`config.mk`:
```
export PLATFORM = sky130hd
export DESIGN_NAME = ex_mem_flat
export DESIGN_NICKNAME = d
export VERILOG_FILES = /design/src/rtl/ex_mem_pkg.sv /design/src/rtl/ex_mem_if.sv /design/src/rtl/ex_mem.sv /design/src/flat_wrapper.sv
export SDC_FILE = /design/constraint.sdc
export NUM_CORES = 1
export LEC_CHECK = 0
export ABC_AREA = 0
export CAP_MARGIN = 30
export CORE_AREA = 2 2 191 193
export DETAILED_ROUTE_END_ITERATION = 12
export DIE_AREA = 0 0 193 195
export PLACE_DENSITY_LB_ADDON = 0.05
export SLEW_MARGIN = 20
export SYNTH_ARGS = -nofsm -noshare
export SYNTH_HDL_FRONTEND = slang
export SYNTH_SLANG_ARGS = --single-unit
```
`constraint.sdc`:
```
create_clock -name clk -period 1.3 [get_ports clk]
set_input_delay 0.195 -clock clk [delete_from_list [all_inputs] [get_ports clk]]
set_output_delay 0.195 -clock clk [all_outputs]
set_load 0.005 [all_outputs]
```
`src/rtl/ex_mem_pkg.sv`:
```
// Shared pipeline defines: stall vector layout, write-enable levels, zero word and ALU/LSU op codes.
package ex_mem_pkg;

  localparam int unsigned STALL_W   = 6;
  localparam int unsigned STALL_PC  = 0;
  localparam int unsigned STALL_IF  = 1;
  localparam int unsigned STALL_ID  = 2;
  localparam int unsigned STALL_EX  = 3;
  localparam int unsigned STALL_MEM = 4;
  localparam int unsigned STALL_WB  = 5;

  localparam int unsigned WORD_W = 32;
  localparam int unsigned OP_W   = 8;

  localparam logic [WORD_W-1:0] ZeroWord     = 32'h0000_0000;
  localparam logic              WriteEnable  = 1'b1;
  localparam logic              WriteDisable = 1'b0;

  // Load/store op codes consumed by the MEM stage
  localparam logic [OP_W-1:0] EXE_NOP_OP   = 8'b0000_0000;
  localparam logic [OP_W-1:0] EXE_LB_OP    = 8'b1110_0000;
  localparam logic [OP_W-1:0] EXE_LH_OP    = 8'b1110_0001;
  localparam logic [OP_W-1:0] EXE_LW_OP    = 8'b1110_0011;
  localparam logic [OP_W-1:0] EXE_LBU_OP   = 8'b1110_0100;
  localparam logic [OP_W-1:0] EXE_LHU_OP   = 8'b1110_0101;
  localparam logic [OP_W-1:0] EXE_SB_OP    = 8'b1110_1000;
  localparam logic [OP_W-1:0] EXE_SH_OP    = 8'b1110_1001;
  localparam logic [OP_W-1:0] EXE_SW_OP    = 8'b1110_1011;

  // Multi-cycle multiply-accumulate op codes that use the hilo/cnt loop-back
  localparam logic [OP_W-1:0] EXE_MADD_OP  = 8'b1010_1000;
  localparam logic [OP_W-1:0] EXE_MADDU_OP = 8'b1010_1001;
  localparam logic [OP_W-1:0] EXE_MSUB_OP  = 8'b1010_1010;
  localparam logic [OP_W-1:0] EXE_MSUBU_OP = 8'b1010_1011;

endpackage

```
`src/rtl/ex_mem_if.sv`:
```
// EX -> MEM pipeline bus: EX-stage results in, MEM-stage copies plus MADD/MSUB loop-back out.
interface ex_mem_if #(
  parameter int unsigned DATA_W = 32,
  parameter int unsigned ADDR_W = 5,
  parameter int unsigned OP_W   = 8
);
  logic [ADDR_W-1:0]   ex_wd;
  logic                ex_wreg;
  logic [DATA_W-1:0]   ex_wdata;
  logic [DATA_W-1:0]   ex_hi;
  logic [DATA_W-1:0]   ex_lo;
  logic                ex_whilo;
  logic [OP_W-1:0]     ex_aluop;
  logic [DATA_W-1:0]   ex_mem_addr;
  logic [DATA_W-1:0]   ex_reg2;
  logic [2*DATA_W-1:0] hilo_i;
  logic [1:0]          cnt_i;

  logic [ADDR_W-1:0]   mem_wd;
  logic                mem_wreg;
  logic [DATA_W-1:0]   mem_wdata;
  logic [DATA_W-1:0]   mem_hi;
  logic [DATA_W-1:0]   mem_lo;
  logic                mem_whilo;
  logic [OP_W-1:0]     mem_aluop;
  logic [DATA_W-1:0]   mem_mem_addr;
  logic [DATA_W-1:0]   mem_reg2;
  logic [2*DATA_W-1:0] hilo_o;
  logic [1:0]          cnt_o;

  // EX stage side
  modport master (
    output ex_wd, ex_wreg, ex_wdata, ex_hi, ex_lo, ex_whilo,
           ex_aluop, ex_mem_addr, ex_reg2, hilo_i, cnt_i,
    input  mem_wd, mem_wreg, mem_wdata, mem_hi, mem_lo, mem_whilo,
           mem_aluop, mem_mem_addr, mem_reg2, hilo_o, cnt_o
  );

  // Pipeline register side
  modport slave (
    input  ex_wd, ex_wreg, ex_wdata, ex_hi, ex_lo, ex_whilo,
           ex_aluop, ex_mem_addr, ex_reg2, hilo_i, cnt_i,
    output mem_wd, mem_wreg, mem_wdata, mem_hi, mem_lo, mem_whilo,
           mem_aluop, mem_mem_addr, mem_reg2, hilo_o, cnt_o
  );
endinterface

```
`src/rtl/ex_mem.sv`:
```
// EX/MEM pipeline register with pass/bubble/hold/flush control and the MADD/MSUB partial-product loop-back.
module ex_mem
  import ex_mem_pkg::*;
#(
  parameter int unsigned DATA_W = 32,
  parameter int unsigned ADDR_W = 5,
  parameter int unsigned OP_W   = 8
) (
  input  logic               clk,
  input  logic               rst,
  input  logic [STALL_W-1:0] stall,
  input  logic               flush,
  ex_mem_if.slave            bus
);

  logic [ADDR_W-1:0]   wd_q;
  logic                wreg_q;
  logic [DATA_W-1:0]   wdata_q;
  logic [DATA_W-1:0]   hi_q;
  logic [DATA_W-1:0]   lo_q;
  logic                whilo_q;
  logic [OP_W-1:0]     aluop_q;
  logic [DATA_W-1:0]   mem_addr_q;
  logic [DATA_W-1:0]   reg2_q;
  logic [2*DATA_W-1:0] hilo_q;
  logic [1:0]          cnt_q;

  logic                unused_stall;
  logic                stall_ex;
  logic                stall_mem;

  assign stall_ex     = stall[STALL_EX];
  assign stall_mem    = stall[STALL_MEM];
  assign unused_stall = ^{stall[STALL_WB], stall[STALL_ID], stall[STALL_IF], stall[STALL_PC]};

  // Mode decode in priority order: reset, flush, bubble, hold, pass.
  // stall_ex=0 with stall_mem=1 falls through to pass.
  always_ff @(posedge clk) begin
    if (rst || flush) begin
      wd_q       <= '0;
      wreg_q     <= WriteDisable;
      wdata_q    <= DATA_W'(ZeroWord);
      hi_q       <= DATA_W'(ZeroWord);
      lo_q       <= DATA_W'(ZeroWord);
      whilo_q    <= WriteDisable;
      aluop_q    <= '0;
      mem_addr_q <= DATA_W'(ZeroWord);
      reg2_q     <= DATA_W'(ZeroWord);
      hilo_q     <= '0;
      cnt_q      <= 2'd0;
    end else if (stall_ex && !stall_mem) begin
      // EX is busy (e.g. MADD in flight): inject a bubble, park the partial product
      wd_q       <= '0;
      wreg_q     <= WriteDisable;
      wdata_q    <= DATA_W'(ZeroWord);
      hi_q       <= DATA_W'(ZeroWord);
      lo_q       <= DATA_W'(ZeroWord);
      whilo_q    <= WriteDisable;
      aluop_q    <= '0;
      mem_addr_q <= DATA_W'(ZeroWord);
      reg2_q     <= DATA_W'(ZeroWord);
      hilo_q     <= bus.hilo_i;
      cnt_q      <= bus.cnt_i;
    end else if (!stall_ex) begin
      wd_q       <= bus.ex_wd;
      wreg_q     <= bus.ex_wreg;
      wdata_q    <= bus.ex_wdata;
      hi_q       <= bus.ex_hi;
      lo_q       <= bus.ex_lo;
      whilo_q    <= bus.ex_whilo;
      aluop_q    <= bus.ex_aluop;
      mem_addr_q <= bus.ex_mem_addr;
      reg2_q     <= bus.ex_reg2;
      hilo_q     <= '0;
      cnt_q      <= 2'd0;
    end
  end

  assign bus.mem_wd       = wd_q;
  assign bus.mem_wreg     = wreg_q;
  assign bus.mem_wdata    = wdata_q;
  assign bus.mem_hi       = hi_q;
  assign bus.mem_lo       = lo_q;
  assign bus.mem_whilo    = whilo_q;
  assign bus.mem_aluop    = aluop_q;
  assign bus.mem_mem_addr = mem_addr_q;
  assign bus.mem_reg2     = reg2_q;
  assign bus.hilo_o       = hilo_q;
  assign bus.cnt_o        = cnt_q;

endmodule

```
`src/flat_wrapper.sv`:
```
// flat-port wrapper written by rule: the top's interface ports become plain ports
module ex_mem_flat import ex_mem_pkg::*;
#(
  parameter int unsigned DATA_W = 32,
  parameter int unsigned ADDR_W = 5,
  parameter int unsigned OP_W   = 8
)
  (clk, rst, stall, flush, bus_ex_wd, bus_ex_wreg, bus_ex_wdata, bus_ex_hi, bus_ex_lo, bus_ex_whilo, bus_ex_aluop, bus_ex_mem_addr, bus_ex_reg2, bus_hilo_i, bus_cnt_i, bus_mem_wd, bus_mem_wreg, bus_mem_wdata, bus_mem_hi, bus_mem_lo, bus_mem_whilo, bus_mem_aluop, bus_mem_mem_addr, bus_mem_reg2, bus_hilo_o, bus_cnt_o);
  ex_mem_if #(.DATA_W(DATA_W), .ADDR_W(ADDR_W), .OP_W(OP_W)) bus_i ();
  input  logic clk;
  input  logic rst;
  input  logic [STALL_W-1:0] stall;
  input  logic flush;
  input wire logic [$bits(bus_i.ex_wd)-1:0] bus_ex_wd;
  input wire logic [$bits(bus_i.ex_wreg)-1:0] bus_ex_wreg;
  input wire logic [$bits(bus_i.ex_wdata)-1:0] bus_ex_wdata;
  input wire logic [$bits(bus_i.ex_hi)-1:0] bus_ex_hi;
  input wire logic [$bits(bus_i.ex_lo)-1:0] bus_ex_lo;
  input wire logic [$bits(bus_i.ex_whilo)-1:0] bus_ex_whilo;
  input wire logic [$bits(bus_i.ex_aluop)-1:0] bus_ex_aluop;
  input wire logic [$bits(bus_i.ex_mem_addr)-1:0] bus_ex_mem_addr;
  input wire logic [$bits(bus_i.ex_reg2)-1:0] bus_ex_reg2;
  input wire logic [$bits(bus_i.hilo_i)-1:0] bus_hilo_i;
  input wire logic [$bits(bus_i.cnt_i)-1:0] bus_cnt_i;
  output wire logic [$bits(bus_i.mem_wd)-1:0] bus_mem_wd;
  output wire logic [$bits(bus_i.mem_wreg)-1:0] bus_mem_wreg;
  output wire logic [$bits(bus_i.mem_wdata)-1:0] bus_mem_wdata;
  output wire logic [$bits(bus_i.mem_hi)-1:0] bus_mem_hi;
  output wire logic [$bits(bus_i.mem_lo)-1:0] bus_mem_lo;
  output wire logic [$bits(bus_i.mem_whilo)-1:0] bus_mem_whilo;
  output wire logic [$bits(bus_i.mem_aluop)-1:0] bus_mem_aluop;
  output wire logic [$bits(bus_i.mem_mem_addr)-1:0] bus_mem_mem_addr;
  output wire logic [$bits(bus_i.mem_reg2)-1:0] bus_mem_reg2;
  output wire logic [$bits(bus_i.hilo_o)-1:0] bus_hilo_o;
  output wire logic [$bits(bus_i.cnt_o)-1:0] bus_cnt_o;
  assign bus_i.ex_wd = bus_ex_wd;
  assign bus_i.ex_wreg = bus_ex_wreg;
  assign bus_i.ex_wdata = bus_ex_wdata;
  assign bus_i.ex_hi = bus_ex_hi;
  assign bus_i.ex_lo = bus_ex_lo;
  assign bus_i.ex_whilo = bus_ex_whilo;
  assign bus_i.ex_aluop = bus_ex_aluop;
  assign bus_i.ex_mem_addr = bus_ex_mem_addr;
  assign bus_i.ex_reg2 = bus_ex_reg2;
  assign bus_i.hilo_i = bus_hilo_i;
  assign bus_i.cnt_i = bus_cnt_i;
  assign bus_mem_wd = bus_i.mem_wd;
  assign bus_mem_wreg = bus_i.mem_wreg;
  assign bus_mem_wdata = bus_i.mem_wdata;
  assign bus_mem_hi = bus_i.mem_hi;
  assign bus_mem_lo = bus_i.mem_lo;
  assign bus_mem_whilo = bus_i.mem_whilo;
  assign bus_mem_aluop = bus_i.mem_aluop;
  assign bus_mem_mem_addr = bus_i.mem_mem_addr;
  assign bus_mem_reg2 = bus_i.mem_reg2;
  assign bus_hilo_o = bus_i.hilo_o;
  assign bus_cnt_o = bus_i.cnt_o;
  ex_mem #(.DATA_W(DATA_W), .ADDR_W(ADDR_W), .OP_W(OP_W)) u_core (.clk(clk), .rst(rst), .stall(stall), .flush(flush), .bus(bus_i));
endmodule
```
==> results by group <==
Outcome
  • Status: completed

Drt
  • Routed WL: between 30000 and 40000 um
  • DR pass1 iterations: 4
  • Detail-routed via count per cell: about 4.4
  • Routed Antenna Nets: 0
  • Starting DRT DRC Count: approximately 370
  • Wirelength per Cell: between 15 and 20 um
  • Vias post-DR: ~8600
  • Drt drc: 0

Floorplan
  • # IOs: between 400 and 500
  • Die Area: 37640 um^2
  • Core area: between 30000 and 40000 um^2
  • Chip height: between 150 and 200 um
  • Site Rows: 69
  • Die W: 193 um
  • Initial Util: about a quarter

Critical path
  • Crit path arrival time: ~1.1 ns
  • Critical path peak fanout: 2
  • Critical path class: register to output port
  • Critical path's top delay family: flip-flops
  • CP Data Required Time: ~1.1 ns
  • Worst-path cell chain: clkdlybuf4s15_2
  • CP max-delay cell: dfxtp_2
  • Buffers and inverters on the worst path: 1
  • CP endpoint kind: output port
  • Crit start category: register
  • Crit-path max cell delay: between 0.3 and 0.4 ns

Yosys
  • Cells after Synth: around 990
  • Yosys cell types: 13
  • Warnings, synthesis: 0
  • Register area share after synthesis: 53.41%
  • #FFs+latches synth: 241
  • Syn avg cell area: roughly 9.1 um^2
  • Synth Net Count: 1243
  • Mapped Area: ~9000 um^2

Final layout
  • Most frequent cells in the layout: clkdlybuf4s50_1, buf_2, nand2b_1, nand3_1, a21oi_1
  • Area Growth Syn to Fin: 63.20%
  • Final nets: 1711
  • Final core occ: between 40% and 50%
  • Share of layout cells above drive strength 1: about a third
  • Fill cells: 3679
  • Commonest non-fill, non-tap cell in the layout: clkdlybuf4s50_1

Hold path
  • Hold Crit Class: input port to register

Clock network
  • CTS tree: done
  • Worst skew pair latency: ~0.54 ns
  • Clock root buffer: clkbuf_16
  • CTS buffer count: 30
  • H-tree depth: 1
  • Max clock buf depth: 3
  • Clock input transition at the sequential cells of the worst setup and hold paths: ~0.06 ns
  • CTS Sinks: around 240
  • Post-CTS Hold Buffers: 0

Global routing
  • First-pass GRT wire length: around 51000 um
  • Overall Global Routing Usage: ~17%
  • Vias in the first global route: around 8400
  • Grt ovf: 0
  • Antenna violations before repair: 3
  • Largest net degree at the start of global routing: 119

STA
  • Tmin final: 1.265 ns
  • Final worst setup slack: around 0.035 ns
  • Actual slew at the worst max-slew pin: ~0.49 ns
  • Max Slew Vio Count: 0
  • Hold Fails Final Rpt: 0
  • Relative slew slack: 67.21%
  • Final period util: slightly below 100%
  • Skew final: 0 ns
  • Final setup fails: 0
  • Fmax: around 800 MHz

Pwr
  • Worst vdd ir: a little over 900 uV
  • Power density cells: roughly 1300 nW/um^2
  • Tot Pwr: roughly 0.018 W
  • Static Leak: about 6.2 nW

Placement
  • Setup WS pre-CTS: -0.3097 ns
  • DP HPWL: roughly 25000 um
  • RePlAce Congestion: roughly 0.76
  • PortBufs: between 400 and 500

Flow run
  • MaxCap Viol Count: 0
## cell families (layout without fill, tap and decap cells)
family	count (synthesis)	after routing	share of synthesized area, %
flip-flops	241	241	53.41
other	0	4	0
AND/OR/NAND/NOR	418	418	24.72
multiplexers	66	66	7.313
AO/OA/AOI/OAI	175	175	9.695
buffers and inverters	93	584	4.861
## synthesized netlist by cell type
cell type  number  area share [%]
a21oi_1       175             9.7
buf_1           5            0.21
buf_2          42             2.3
buf_4           2            0.17
buf_6           4            0.50
clkbuf_1       40             1.7
dfxtp_1       241              53
mux2i_1        66             7.3
nand2b_1      175              12
nand3_1       175             9.7
nor2_1         66             2.7
or2_2           1           0.069
or3b_1          1           0.097
## registers in the layout (all words and copies together), names as in the netlist
register and count:
u_core.bus.mem_reg2 32, u_core.bus.hilo_o 64, u_core.bus.mem_aluop 8, u_core.bus.mem_wdata 32, u_core.bus.cnt_o 2, u_core.bus.mem_wreg 1
u_core.bus.mem_hi 32, u_core.bus.mem_mem_addr 32, u_core.bus.mem_wd 5, u_core.bus.mem_whilo 1, u_core.bus.mem_lo 32
## worst paths after layout
path                                       startpoint                       to  slack [ns]  cells after the start
worst max-delay path            u_core.bus.hilo_o[39]           bus_hilo_o[39]        0.03                      1
worst min-delay path                         stall[4]  u_core.bus.mem_reg2[25]        0.11                      3
worst max register to register  u_core.bus.hilo_o[39]    u_core.bus.hilo_o[39]        0.57                      3
worst min register to register  u_core.bus.mem_lo[22]    u_core.bus.mem_lo[22]        0.47                      2
## power by group
| group | total (W) | internal (W) | leakage [nW] | switching [W] |
|---|---|---|---|---|
| clock network | 0.00867 | 0.00541 | 0.511 | 0.00326 |
| registers | 0.00770 | 0.00761 | 2.03 | 0.0000923 |
| logic | 0.00207 | 0.00122 | 3.64 | 0.000844 |
| total | 0.0184 | 0.0142 | 6.17 | 0.00420 |
## area by class of cell
| class | instances | area [um^2] | share of cell area [%] |
|---|---|---|---|
| clock inverters | 11 | 155.1 | 1.052 |
| diodes | 4 | 10.01 | 0.06789 |
| well taps | 461 | 576.8 | 3.912 |
| flip-flops and latches | 241 | 5006 | 33.96 |
| repair buffers | 529 | 4348 | 29.49 |
| multi-input cells | 659 | 3772 | 25.59 |
| clock buffers | 44 | 874.6 | 5.932 |
## per-stage QoR
stage               cell area [um^2]  std cells  hold slack [ns]  setup TNS [ns]
floorplan                       9034        993           0.3389               0
global placement               14550       1883           0.4670          -35.95
detailed placement             14550       1883           0.4729          -39.25
CTS                            15020       1939          0.08336               0
global route                   14740       1948           0.1363       -0.009394
finish                         14740       1949           0.1108               0
## per-layer routing
layer	wire, um	up-vias	global-route usage (%)
met5	0	-	0
li1	-	4292	-
met3	4213	41	7.638
met1	12990	3975	19.25
met2	16910	335	30.41
met4	663	0	4.770
## timing repair
action	4_1_cts	5_1_grt
buffers inserted	1	6
endpoints found under the hold margin	0	0
pin swaps	0	0
resized for setup	998	64
setup endpoints to repair	241	66
Note: power is estimated with default switching activity, not from simulation.
